### config.mk
export PLATFORM = sky130hd
export DESIGN_NAME = fa_if_adder
export DESIGN_NICKNAME = d
export VERILOG_FILES = /design/src/rtl/fa_if_adder.sv
export SDC_FILE = /design/constraint.sdc
export NUM_CORES = 1
export LEC_CHECK = 0
export ABC_AREA = 1
export CAP_MARGIN = 25
export CORE_AREA = 5 5 42 44
export CTS_CLUSTER_DIAMETER = 60
export DETAILED_ROUTE_END_ITERATION = 10
export DIE_AREA = 0 0 47 49
export GPL_ROUTABILITY_DRIVEN = 0
export PLACE_DENSITY_LB_ADDON = 0.25
export REMOVE_ABC_BUFFERS = 1
export SYNTH_ARGS = -nofsm -noshare
export SYNTH_HDL_FRONTEND = slang
export SYNTH_SLANG_ARGS = --single-unit
### constraint.sdc
create_clock -name clk -period 1.5 [get_ports clk]
set_input_delay 0.3 -clock clk [delete_from_list [all_inputs] [get_ports clk]]
set_output_delay 0.3 -clock clk [all_outputs]
set_load 0.005 [all_outputs]
### src/rtl/fa_if_adder.sv
// Registered, valid/ready-handshaked WIDTH-bit ripple-carry adder.
// One result slot; each bit cell is a full adder built from two half adders.
module fa_if_adder #(
  parameter int WIDTH = 1
) (
  input  logic             clk,
  input  logic             rst_n,
  input  logic             in_valid,
  output logic             in_ready,
  input  logic [WIDTH-1:0] a,
  input  logic [WIDTH-1:0] b,
  input  logic             c,
  output logic             out_valid,
  input  logic             out_ready,
  output logic [WIDTH-1:0] s_out,
  output logic             c_out,
  output logic             ovf
);

  typedef struct packed {
    logic [WIDTH-1:0] s;
    logic             co;
    logic             ovf;
  } res_t;

  if (WIDTH < 1 || WIDTH > 64) begin : g_bad_width
    $error("fa_if_adder: WIDTH must be in 1..64");
  end

  logic [WIDTH:0]   cy;
  logic [WIDTH-1:0] sum;
  logic [WIDTH-1:0] hp;   // first half-adder sum (propagate)
  logic [WIDTH-1:0] hg;   // first half-adder carry (generate)
  logic [WIDTH-1:0] ht;   // second half-adder carry
  res_t             res_d, res_q;
  logic             acc;

  assign cy[0] = c;

  for (genvar i = 0; i < WIDTH; i++) begin : g_cell
    assign hp[i]   = a[i] ^ b[i];
    assign hg[i]   = a[i] & b[i];
    assign sum[i]  = hp[i] ^ cy[i];
    assign ht[i]   = hp[i] & cy[i];
    assign cy[i+1] = hg[i] | ht[i];
  end

  // Signed overflow: carry into MSB differs from carry out of MSB.
  assign res_d.s   = sum;
  assign res_d.co  = cy[WIDTH];
  assign res_d.ovf = cy[WIDTH] ^ cy[WIDTH-1];

  assign in_ready = !out_valid || out_ready;
  assign acc      = in_valid && in_ready;

  always_ff @(posedge clk) begin
    if (!rst_n) begin
      out_valid <= 1'b0;
      res_q     <= '0;
    end else if (acc) begin
      out_valid <= 1'b1;
      res_q     <= res_d;
    end else if (out_ready) begin
      out_valid <= 1'b0;
    end
  end

  assign s_out = res_q.s;
  assign c_out = res_q.co;
  assign ovf   = res_q.ovf;

endmodule

==> results.txt, run 1 <==
----------------------------------------------------
[Place]
  Dpl hpwl ... 383.2 µm
  Buffers added on ports ... 11

[CTS]
  Number of buffers between clock root and the deepest sink ... 2
  Master cell of the clock root buffer ... sky130_fd_sc_hd__clkbuf_4
  CTS sink count ... 4
  CTS tree ... done
  Clock latency on the worst-skew pair ... 0.24 ns
  Number of H-tree levels ... 1
  CTS Buf Count ... 3
  CTS clk-pin slew, worst paths ... 0.04 ns

[Setup path]
  R2r worst-path depth ... 6
  Data required, critical path ... 1.20 ns
  Critical path class ... flop to output port
  FF-to-FF setup slack ... 0.60 ns
  Maximum net fanout on the critical path ... 2
  CP peak stage delay ... 0.52 ns
  Category of the worst setup path launch point ... flop
  Category of the worst setup path capture point ... output port
  Data arrival time of the worst path ... 1.11 ns
  Number of buffers and inverters on the critical path ... 1
  Cell family with most CP delay ... buffers and inverters
  Worst R2R End ... c_out
  R2r startpoint ... out_valid
  Cell type of the slowest stage on the worst timing path ... sky130_fd_sc_hd__clkdlybuf4s50_1
  Sequence of cells on the critical path ... clkdlybuf4s50_1

[STA]
  Unrepaired setup endpoints after global routing ... false
  Final hold violations ... 0
  Maximum clock rate ... 709.4 MHz
  Final number of max-transition violations ... 0
  Transition time at the pin with the least slew margin ... 0.1774 ns
  Worst slew margin relative to its limit ... 88.13%
  Post-layout min period ... 1.410 ns
  Period utilization ... 93.98%
  Finish-stage setup viols ... 0
  Setup Skew ... 0.006189 ns

[Detailed routing]
  WL per Instance ... 7.361 µm
  Routed vias ... 216
  Number of detailed-routing iterations run before antenna repair ... 2
  Via density per instance ... 3.541
  Remaining number of nets flagged by the antenna check after routing ... 0
  DRT Wirelength ... 449 µm
  Drt drc ... 0
  Number of DRC markers in iteration 0 ... 5

[Floorplan]
  Area of the core ... 0.001401 mm²
  Width of the chip ... 47 µm
  Initial standard-cell utilization of the core ... 15.09%
  Area of the die ... 0.002303 mm²
  Number of rows in the core area ... 14
  Num ports ... 12
  Floorplan die height ... 49 µm

[GRT]
  Sum of overflow across all layers after global routing ... 0
  Overall global routing resource usage ... 5.356%
  Number of global-route vias before repair ... 194
  Antenna violations before repair ... 0
  Pin count of the biggest net entering global routing ... 5
  Wire length of the first global-routing pass ... 759 µm

[Layout]
  Core Util, Final ... 26.96%
  Storage cell area ... 80.08 µm²
  Fraction of layout cells with a size suffix above 1 ... 15.56%
  Layout filler cell count ... 170
  Commonest cells after routing, fill and taps aside ... sky130_fd_sc_hd__clkdlybuf4s50_1 (10), sky130_fd_sc_hd__nand2_1 (7), sky130_fd_sc_hd__inv_1 (6), sky130_fd_sc_hd__nor2_1 (6), sky130_fd_sc_hd__dfxtp_1 (4)
  Total Nets Final ... 55
  P&R area growth vs syn ... 78.70%
  Most common cell after layout, fill and taps aside ... sky130_fd_sc_hd__clkdlybuf4s50_1
  Number of antenna diodes ... 0
  Area of the multi-input gates ... 108.9 µm²

[Min path]
  End of the worst hold path ... c_out
  Worst hold path startpoint ... c_out
  Min-Delay Path Class ... flop to flop
  Number of stages on the worst hold path ... 2

[Synth]
  Combined area of all synthesized cells ... 211.5 µm²
  Warnings, synthesis ... 0
  Number of register bits inferred by synthesis ... 4
  Synth Instances ... 29
  Cell variety after synth ... 8
  Synth Area per Inst ... 7.291 µm²
  Sequential fraction of the synthesis area ... 37.87%

[Flow run]
  Reported max-cap violation count ... 0

[Power and ir drop]
  Worst IR Drop VDD ... 354.3 µV
  Leakage power of the design ... 0.1873 nW
  Power consumption ... 329.3 µW
  Areal power density over the cells ... 871.4 mW/mm²

[Outcome]
  Status ... completed

----------------------------------------------------
==> how the worst max path moves through the flow <==
stage / from / to / cells after the start
6_report: out_valid / out_valid / 1
5_1_grt: out_valid / out_valid / 1
4_1_cts: out_valid / out_valid / 1
3_5_place_dp: out_ready / in_ready / 4
3_3_place_gp: out_ready / in_ready / 4
2_1_floorplan: a / s_out / 5
==> flip-flops by register name, summed over array words and instances, names as in the netlist <==
name / cells
s_out: 1
ovf: 1
c_out: 1
out_valid: 1
==> cells in the mapped netlist, drive strengths merged <==
| cell | instances | area share, % |
|---|---|---|
| inv | 6 | 11 |
| nor2 | 6 | 11 |
| nand3 | 2 | 4.7 |
| fa | 1 | 9.5 |
| a21boi | 1 | 3.6 |
| dfxtp | 4 | 38 |
| nand2 | 9 | 23 |
==> cells by family (layout without fill, tap and decap cells) <==
kind of cell	after synthesis	after routing	synth area share, %
simple gates	17	17	38.46
buf+inv	6	22	10.65
flops	4	4	37.87
fa+ha+maj	1	1	9.468
compound gates	1	1	3.552
==> per-stage QoR <==
stage	hold WS [ns]	setup TNS (ns)	instance area [µm²]	cells	worst slack, ns
6_report	0.4718	0	377.9	61	0.09034
5_1_grt	0.5033	0	377.9	61	0.03311
4_1_cts	0.4765	0	377.9	61	0.07568
3_5_place_dp	0.4674	-0.3684	356.6	58	-0.1578
3_3_place_gp	0.4584	-0.3459	356.6	58	-0.1416
2_1_floorplan	0.4204	0	211.5	29	0.4051
==> what timing repair did <==
item                       CTS  global route
hold buffers                 0             0
setup buffers                0             0
gates resized for setup      1             0
hold endpoints to repair     0             0
setup endpoints to repair    1             0
==> metal layers <==
metal / global-route usage, % / share of wire [%]
met3: 7.749 / 18
met4: 2.765 / 0
met5: 0 / 0
met1: 5.286 / 38
met2: 5.656 / 44
==> cell type report <==
class,instances,share of cell area (%)
Timing Repair Buffer,13,32.78
Multi-Input combinational cell,19,28.81
Sequential cell,4,21.19
Clock buffer,3,5.960
Inverter,6,5.960
Tap cell,16,5.298
==> power by group <==
group / switching [mW] / internal (mW) / total [mW]
combinational: 0.0295 / 0.0467 / 0.0762
sequential: 0.00532 / 0.116 / 0.121
clock: 0.0423 / 0.0893 / 0.132
Power figures use the tool's default switching activity.
==> inputs of run 2 (changes only) <==
--- a/config.mk
+++ b/config.mk
@@ -6,7 +6,7 @@
 export NUM_CORES = 1
 export LEC_CHECK = 0
 export ABC_AREA = 1
-export CAP_MARGIN = 25
+export CAP_MARGIN = 20
 export CORE_AREA = 5 5 42 44
 export CTS_CLUSTER_DIAMETER = 60
 export DETAILED_ROUTE_END_ITERATION = 10
==> results of run 2 <==
Same layout as run 1: the final DEF is identical, and so are final timing and power.
